--- src/rtl/nibble_rx_pkg.sv ---
// nibble_rx shared types: FSM states, frame geometry, mid-bit offset helper.
// Optional even-parity bit is enabled with NIBBLE_RX_PARITY_EN.
package nibble_rx_pkg;

    typedef enum logic [2:0] {
        IDLE,
        START,
        DATA,
        PARITY,
        STOP,
        WAIT_HIGH
    } state_t;

    localparam int DATA_BITS = 4;

    function automatic int half_of(input int bit_cycles);
        return (bit_cycles - 1) / 2;
    endfunction

endpackage

--- src/rtl/nibble_rx_if.sv ---
// Valid/ready bundle between nibble_rx and the classifier consumer.
// master drives the nibble, slave returns ready.
interface nibble_rx_if;
    import nibble_rx_pkg::*;

    logic [DATA_BITS-1:0] x;
    logic                 x_valid;
    logic                 x_ready;

    modport master (
        output x,
        output x_valid,
        input  x_ready
    );

    modport slave (
        input  x,
        input  x_valid,
        output x_ready
    );

endinterface

--- src/rtl/nibble_rx_bit_timer.sv ---
// Bit-period timer: one-cycle tick HALF clocks after start, then every
// BIT_CYCLES clocks until aborted.
module nibble_rx_bit_timer
    import nibble_rx_pkg::*;
#(
    parameter int BIT_CYCLES = 4
) (
    input  logic clk,
    input  logic rst_n,
    input  logic start,
    input  logic abort,
    output logic tick
);

    localparam int HALF = half_of(BIT_CYCLES);
    localparam logic [7:0] RELOAD = 8'(BIT_CYCLES - 1);
    // With no mid-bit offset the start edge is itself the first sample.
    localparam logic [7:0] FIRST = (HALF == 0) ? RELOAD : 8'(HALF - 1);

    logic [7:0] cnt;
    logic       run;

    always_ff @(posedge clk or negedge rst_n) begin
        if (!rst_n) begin
            run <= 1'b0;
            cnt <= 8'd0;
        end else if (start) begin
            run <= 1'b1;
            cnt <= FIRST;
        end else if (abort) begin
            run <= 1'b0;
            cnt <= 8'd0;
        end else if (run) begin
            cnt <= (cnt == 8'd0) ? RELOAD : cnt - 8'd1;
        end
    end

    assign tick = run && (cnt == 8'd0);

endmodule

--- src/rtl/nibble_rx.sv ---
// Framed serial nibble receiver with one-entry valid/ready holding register.
// Define NIBBLE_RX_PARITY_EN to expect an even parity bit before stop.
module nibble_rx
    import nibble_rx_pkg::*;
#(
    parameter int BIT_CYCLES = 4
) (
    input  logic          clk,
    input  logic          rst_n,
    input  logic          din,
    input  logic          err_clr,
    nibble_rx_if.master   bus,
    output logic          frame_err,
    output logic          parity_err,
    output logic          overrun,
    output logic          busy
);

    localparam int HALF = half_of(BIT_CYCLES);
    localparam logic [1:0] LAST = 2'(DATA_BITS - 1);

    state_t               state;
    state_t               state_n;
    logic                 tick;
    logic                 start;
    logic                 abort;
    logic                 shift_en;
    logic                 stop_en;
    logic                 bad;
    logic                 deliver;
    logic                 load;
    logic [1:0]           bit_idx;
    logic [DATA_BITS-1:0] shreg;
    logic [DATA_BITS-1:0] x_q;
    logic                 x_valid_q;

    assign start = (state == IDLE) && !din;
    assign abort = (state_n == IDLE) || (state_n == WAIT_HIGH);

    nibble_rx_bit_timer #(
        .BIT_CYCLES(BIT_CYCLES)
    ) u_timer (
        .clk  (clk),
        .rst_n(rst_n),
        .start(start),
        .abort(abort),
        .tick (tick)
    );

    always_ff @(posedge clk or negedge rst_n) begin
        if (!rst_n) state <= IDLE;
        else        state <= state_n;
    end

    always_comb begin
        state_n = state;
        unique case (state)
            IDLE:      if (!din) state_n = (HALF == 0) ? DATA : START;
            START:     if (tick) state_n = din ? IDLE : DATA;
            DATA: begin
                if (tick && bit_idx == LAST) begin
`ifdef NIBBLE_RX_PARITY_EN
                    state_n = PARITY;
`else
                    state_n = STOP;
`endif
                end
            end
            PARITY:    if (tick) state_n = STOP;
            STOP:      if (tick) state_n = din ? IDLE : WAIT_HIGH;
            WAIT_HIGH: if (din)  state_n = IDLE;
            default:   state_n = IDLE;
        endcase
    end

`ifdef NIBBLE_RX_PARITY_EN
    logic par_en;
    logic par_fail;
`endif

    always_comb begin
        shift_en = 1'b0;
        stop_en  = 1'b0;
        busy     = 1'b1;
`ifdef NIBBLE_RX_PARITY_EN
        par_en   = 1'b0;
`endif
        unique case (1'b1)
            state == IDLE:   busy     = 1'b0;
            state == DATA:   shift_en = tick;
`ifdef NIBBLE_RX_PARITY_EN
            state == PARITY: par_en   = tick;
`endif
            state == STOP:   stop_en  = tick;
            default: ;
        endcase
    end

    always_ff @(posedge clk or negedge rst_n) begin
        if (!rst_n) begin
            shreg   <= '0;
            bit_idx <= 2'd0;
        end else begin
            if (state == IDLE) bit_idx <= 2'd0;
            if (shift_en) begin
                shreg   <= {shreg[DATA_BITS-2:0], din};
                bit_idx <= bit_idx + 2'd1;
            end
        end
    end

`ifdef NIBBLE_RX_PARITY_EN
    assign par_fail = par_en && (^{shreg, din});

    always_ff @(posedge clk or negedge rst_n) begin
        if (!rst_n) begin
            bad        <= 1'b0;
            parity_err <= 1'b0;
        end else begin
            if (state == IDLE) bad <= 1'b0;
            if (par_fail)      bad <= 1'b1;
            parity_err <= (parity_err && !err_clr) || par_fail;
        end
    end
`else
    assign bad        = 1'b0;
    assign parity_err = 1'b0;
`endif

    assign deliver = stop_en && din && !bad;
    assign load    = deliver && (!x_valid_q || bus.x_ready);

    always_ff @(posedge clk or negedge rst_n) begin
        if (!rst_n) begin
            x_q       <= '0;
            x_valid_q <= 1'b0;
        end else if (load) begin
            x_q       <= shreg;
            x_valid_q <= 1'b1;
        end else if (x_valid_q && bus.x_ready) begin
            x_valid_q <= 1'b0;
        end
    end

    // Set wins over a coincident clear.
    always_ff @(posedge clk or negedge rst_n) begin
        if (!rst_n) begin
            frame_err <= 1'b0;
            overrun   <= 1'b0;
        end else begin
            frame_err <= (frame_err && !err_clr) || (stop_en && !din);
            overrun   <= (overrun && !err_clr) ||
                         (deliver && x_valid_q && !bus.x_ready);
        end
    end

    assign bus.x       = x_q;
    assign bus.x_valid = x_valid_q;

endmodule

--- src/flat_wrapper.sv ---
// flat-port wrapper written by rule: the top's interface ports become plain ports
module nibble_rx_flat import nibble_rx_pkg::*;
#(
    parameter int BIT_CYCLES = 4
)
  (clk, rst_n, din, err_clr, frame_err, parity_err, overrun, busy, bus_x, bus_x_valid, bus_x_ready);
  nibble_rx_if bus_i ();
  input  logic clk;
  input  logic rst_n;
  input  logic din;
  input  logic err_clr;
  output logic frame_err;
  output logic parity_err;
  output logic overrun;
  output logic busy;
  output wire logic [$bits(bus_i.x)-1:0] bus_x;
  output wire logic [$bits(bus_i.x_valid)-1:0] bus_x_valid;
  input wire logic [$bits(bus_i.x_ready)-1:0] bus_x_ready;
  assign bus_x = bus_i.x;
  assign bus_x_valid = bus_i.x_valid;
  assign bus_i.x_ready = bus_x_ready;
  nibble_rx #(.BIT_CYCLES(BIT_CYCLES)) u_core (.clk(clk), .rst_n(rst_n), .din(din), .err_clr(err_clr), .bus(bus_i), .frame_err(frame_err), .parity_err(parity_err), .overrun(overrun), .busy(busy));
endmodule
--- config.mk ---
export PLATFORM = sky130hd
export DESIGN_NAME = nibble_rx_flat
export DESIGN_NICKNAME = d
export VERILOG_FILES = /design/src/rtl/nibble_rx_pkg.sv /design/src/rtl/nibble_rx_if.sv /design/src/rtl/nibble_rx_bit_timer.sv /design/src/rtl/nibble_rx.sv /design/src/flat_wrapper.sv
export SDC_FILE = /design/constraint.sdc
export NUM_CORES = 1
export LEC_CHECK = 0
export BUFFER_PORTS_ARGS = -buffer_cell sky130_fd_sc_hd__buf_2
export CELL_PAD_IN_SITES_DETAIL_PLACEMENT = 2
export CELL_PAD_IN_SITES_GLOBAL_PLACEMENT = 2
export CORE_ASPECT_RATIO = 1.75
export CORE_MARGIN = 5
export CORE_UTILIZATION = 37
export CTS_BUF_LIST = sky130_fd_sc_hd__clkbuf_16
export DETAILED_ROUTE_END_ITERATION = 7
export PLACE_DENSITY = 0.81
export SLEW_MARGIN = 10
export SYNTH_ARGS = -nofsm -noshare
export SYNTH_HDL_FRONTEND = slang
export SYNTH_SLANG_ARGS = --single-unit
export TNS_END_PERCENT = 20
--- constraint.sdc ---
create_clock -name clk -period 2.47 [get_ports clk]
set_input_delay 0.494 -clock clk [delete_from_list [all_inputs] [get_ports clk]]
set_output_delay 0.494 -clock clk [all_outputs]
set_load 0.02 [all_outputs]
* After elaboration in Yosys (flattened, before gate mapping)
Cells that the tools add are included.
** Storage, ports and cells
- Register bits after elaboration :: 25
- Input port bits :: 5
- Output and inout port bits :: 9
- Word-level logic and storage cells :: 66
** Cells by class
- Reduce and logical (&&, ||, !) cells :: 26
- Add/sub/neg operators :: 2
- Mux-type cells :: 22
- Equal/unequal tests :: 7
** Operators by type and width (count)
- 2-to-1 mux 8 bit :: 4
- 2-to-1 mux 3 bit :: 7
- one-hot mux 3 bit (6 select lines) :: 1
- logical AND 1 bit :: 11
- equality test 3 bit, second input constant :: 3
- zero test 8 bit :: 1
- subtractor 8 x 1 -> 8 bit, second input constant :: 1
- 2-to-1 mux 1 bit :: 7
- equality test 3 x 2 -> 1 bit, second input constant :: 2
- zero test 3 bit :: 2
- 2-to-1 mux 2 bit :: 3
- nonzero test 2 bit :: 3
- zero test 1 bit :: 4
- logical OR 1 bit :: 4
- equality test 3 x 1 -> 1 bit, second input constant :: 1
- nonzero test 3 bit :: 1
- adder 2 x 1 -> 2 bit, second input constant :: 1
- equality test 2 bit, second input constant :: 1

* Depth between registers and ports, before layout
- Word-level depth :: 9
- Mapped depth :: 7
- Depth with buffers taken out :: 6

* By module
Synthesis repeated with hierarchy kept, for this count alone.
** Second synthesis, totals
- Cells, all modules :: 121
- Area, all modules :: 1265.0 µm²
** Modules (own cells, without submodules)
- nibble_rx :: sequential area each 400.4 µm², instances 1, cells an instance 67, area an instance 762.0 µm²
- nibble_rx_bit_timer :: sequential area each 225.2 µm², instances 1, cells an instance 54, area an instance 503.0 µm²

* Worst setup path before layout
No wires, ideal clock.
- Path kind :: flip-flop to flip-flop
- Start point :: reg u_core.u_timer.cnt[0]
- End point :: reg u_core.x_q[0] (netlist: u_core.bus.x[0])
- Setup time :: 0.125 ns
- Cell stages (with the launch flop) :: 7
- Clock period less this slack :: 1.785 ns
- Slack :: 0.685 ns
- Arrival time :: 1.661 ns
- Path buffers :: 0
- Required time :: 2.345 ns
- Cells stage by stage :: dfrtp_1 -> inv_1 -> ha_1 -> nor4b_1 -> nand4_1 -> and2b_2 -> mux2_2
** On the way
- Cells in the longest elaborated chain, start to end :: 5
** RTL lines
- start: declaration :: line nibble_rx_bit_timer.sv:20 : logic [7:0] cnt;
- start signal: assignment :: line nibble_rx_bit_timer.sv:34 : cnt <= (cnt == 8'd0) ? RELOAD : cnt - 8'd1;
- zero test 8 bit :: line nibble_rx_bit_timer.sv:38 : assign tick = run && (cnt == 8'd0);
- logical AND 1 bit :: line nibble_rx_bit_timer.sv:38
- 2-to-1 mux 1 bit :: line nibble_rx.sv:88 : unique case (1'b1)
- logical AND 1 bit :: line nibble_rx.sv:130 : assign deliver = stop_en && din && !bad;
- logical AND 1 bit :: line nibble_rx.sv:131 : assign load = deliver && (!x_valid_q || bus.x_ready);
- end signal: assignment :: line nibble_rx.sv:138 : x_q <= shreg;
- end: declaration :: line nibble_rx.sv:34 : logic [DATA_BITS-1:0] x_q;
Every way passes these cells.
A chain may end at the register's enable or synchronous reset.

* Final worst setup path
- Start point :: reg u_core.u_timer.cnt[0]
- End point :: reg u_core.x_q[1] (netlist: u_core.bus.x[1])
Same word-level chain as after synthesis.

==> flow_metrics.py <==
metrics = {
    "outcome": {
        "outcome": "complete, no violations",
    },
    "synth": {
        "syn_area_um2": 1300,
        "synth_nets": 134,
        "synth_cell_types": 41,
        "synth_top_area_share_pct": 48.0,
        "synth_edf_count": 0,
        "ys_seq_area_share_pct": 48.0,
        "ys_warn_count": 0,
        "synthCells": 126,
        "syn_avg_cell_area_um2": 10.3,
        "ys_top_cells_by_area": "dfrtp_1 48%, mux2_2 6.0%, nor2_1 4.3%, ha_1 2.9%, nand2_1 2.9%",
        "ys.flop_type": "dfrtp_1",
        "synth_seq_cells": 25,
        "yosys.area.top_type": "dfrtp_1",
        "synthArstFlopShare_pct": 100,
    },
    "clock_tree": {
        "clockBufferDepth": 2,
        "htreeDepth": 1,
        "cts_tree": "done",
        "cts_buffers": 3,
        "post-cts-setup-buffer-count": 0,
        "cts_resized": 0,
        "clock_sinks": 25,
        "clkLatencyLatePin_ns": 0.26,
        "holdBufCountCts": 0,
        "root_buffer": "clkbuf_16",
        "clk_pin_slew_ns": 0.06,
    },
    "layout": {
        "utilization_pct": 43.7,
        "post-route-cell-area_um2": 1490,
        "layout_commonest_cell": "dfrtp_1",
        "final_nets": 147,
        "final_cell_mix": "25 x dfrtp_1, 15 x nor2_1, 12 x buf_2, 10 x nand2_1",
        "antennaDiodeCount": 0,
        "drive_above_1_share_pct": 25.4,
        "multiInputGateArea_um2": 616,
        "syn_to_final_growth_pct": 14.0,
        "fillCellCount": 381,
        "seq_area_um2": 626,
    },
    "power_and_ir_drop": {
        "p_leak_uw": 0.000710,
        "powerDensity_nw_per_um2": 1080,
        "design_power_total_uw": 1600,
        "ir_drop_uv": 626,
    },
    "routing": {
        "remaining_drc_errors": 0,
        "via_per_inst": 5.47,
        "wl_met2_um": 1970,
        "met1Wirelength_um": 1200,
        "drt-wirelength-per-cell_um": 18.2,
        "top_layer": "met4",
        "dr.pass1.iters": 3,
        "dr_wl_met3_um": 69,
        "wl_um": 3320,
        "vias": 1001,
        "dr.first_iter.drc_count": 23,
        "antenna_left": 0,
    },
    "sta": {
        "slew-limit-headroom_pct": 61.9,
        "final.period_utilization_pct": 79.3,
        "rsz0062_at_grt": "false",
        "finalSetupTns_ns": 0,
        "fin_crit_ns": 1.96,
        "hold_viol_final": 0,
        "worst_pin_slew_ns": 0.572,
        "timing.fmax_mhz": 510,
        "slew_violations": 0,
        "setup_viol": 0,
        "finClkSkew_ns": 0.00317,
    },
    "setup_path": {
        "max_stage_delay_ns": 0.42,
        "cp_cell_sequence": "inv_1 -> ha_1 -> nor4b_2 -> nand4_1 -> and2b_2 -> mux2_2",
        "worstSetupPathType": "reg2reg",
        "arrival_ns": 2.11,
        "path_max_fanout": 5,
        "crit_slowest_cell": "dfrtp_1",
        "end_kind": "flop",
        "cp.required_ns": 2.62,
        "startpoint_type": "flop",
    },
    "hold_path": {
        "hold_class": "in2async",
    },
    "placed_design": {
        "place_area_um2": 1410,
        "portBuffers": 12,
        "finalWeightedCongestion": 0.750,
        "hpwl_um": 2490,
    },
    "floorplanning": {
        "core-area_um2": 3400,
        "dieArea_um2": 4860,
        "die_y_um": 88.5,
        "start_util_pct": 38.4,
        "ioPinCount": 14,
        "die_w_um": 54.9,
        "row_count": 28,
    },
    "global_routing": {
        "grt_use_total_pct": 16.5,
        "grt_overflow_total": 0,
        "grt_pass1_wl_um": 5730,
        "grt_max_degree": 26,
        "antenna_found_initial": 0,
        "grt_pass1_vias": 1228,
    },
    "run": {
        "maxCapViolations": 0,
    },
}
[final timing paths]
path	start	endpoint	slack, ns	depth (start not counted)
setup / recovery	u_core.u_timer.cnt[0]$_DFFE_PN0P_	u_core.bus.x[1]$_DFFE_PN0P_	0.51	6
hold / removal	rst_n	u_core.u_timer.cnt[4]$_DFFE_PN0P_	0.22	1
setup reg to reg	u_core.u_timer.cnt[0]$_DFFE_PN0P_	u_core.bus.x[1]$_DFFE_PN0P_	0.51	6
hold reg to reg	u_core.bit_idx[0]$_DFFE_PN0P_	u_core.bit_idx[0]$_DFFE_PN0P_	0.50	1
max in group asynchronous	rst_n	u_core.u_timer.cnt[5]$_DFFE_PN0P_	1.87	1
min in group clk	err_clr	u_core.frame_err$_DFF_PN0_	0.44	2
[stage by stage]
| stage | setup WS [ns] | hold WS (ns) | instances |
|---|---|---|---|
| detailed placement | 0.498 | 0.495 | 179 |
| floorplan | 0.685 | 0.198 | 126 |
| finish | 0.511 | 0.222 | 183 |
| global placement | 0.540 | 0.486 | 179 |
| global route | 0.332 | 0.271 | 183 |
| CTS | 0.485 | 0.244 | 183 |
[sequential cells by signal (all words and copies together) (netlist names)]
name / count
u_core.u_timer.cnt: 8
u_core.bus.x: 4
u_core.shreg: 4
u_core.state: 3
u_core.bit_idx: 2
u_core.bus.x_valid: 1
u_core.frame_err: 1
u_core.overrun: 1
u_core.u_timer.run: 1
[where the power goes]
part / switching (µW) / leakage (µW) / internal, µW
registers: 152 / 0.000326 / 508
clock network: 146 / 0.0000409 / 218
logic: 338 / 0.000343 / 243
total: 636 / 0.000710 / 969
[critical path, delay by kind of cell, from the launching register on]
kind                     cells  cell delay, ns
adder cells (fa/ha/maj)      1            0.19
buffers and inverters        1            0.09
flip-flops                   1            0.42
multiplexers                 1            0.35
AND/OR/NAND/NOR              3            0.80
[synth_stat cells (all sizes together), types with 2 or more instances]
| cell | number |
|---|---|
| nand2b | 5 |
| nand4 | 3 |
| dfrtp | 25 |
| nor4b | 2 |
| o22ai | 2 |
| buf | 6 |
| a311oi | 2 |
| o32ai | 2 |
| mux2 | 7 |
| a31oi | 2 |
| inv | 7 |
| o21ai | 5 |
| nand3 | 4 |
| mux2i | 3 |
| nor2 | 15 |
| nand2 | 11 |
| a21oi | 6 |
| ha | 3 |
[per-layer routing]
layer,GRT usage [%],vias up
met3,1.85,8
met5,0,-
met1,16.5,516
met2,31.8,14
li1,-,463
met4,7.26,0
[cell families after synthesis]
group | after synthesis | share of synthesized area (%)
flip-flops | 25 | 48.0
buffers and inverters | 14 | 5.28
adder cells (fa/ha/maj) | 3 | 2.88
other | 1 | 0.288
multiplexers | 10 | 8.35
AND/OR/NAND/NOR | 49 | 21.6
AO/OA/AOI/OAI | 24 | 13.6
[final cells by class]
| class | instances | area share (%) |
|---|---|---|
| clock buffer | 3 | 5.05 |
| clock inverter | 1 | 0.337 |
| inverter | 7 | 1.77 |
| multi-input combinational | 87 | 41.4 |
| sequential | 25 | 42.1 |
| tap | 45 | 3.79 |
| timing repair buffer | 15 | 5.56 |
No activity file was read; power rests on OpenSTA's default activity.
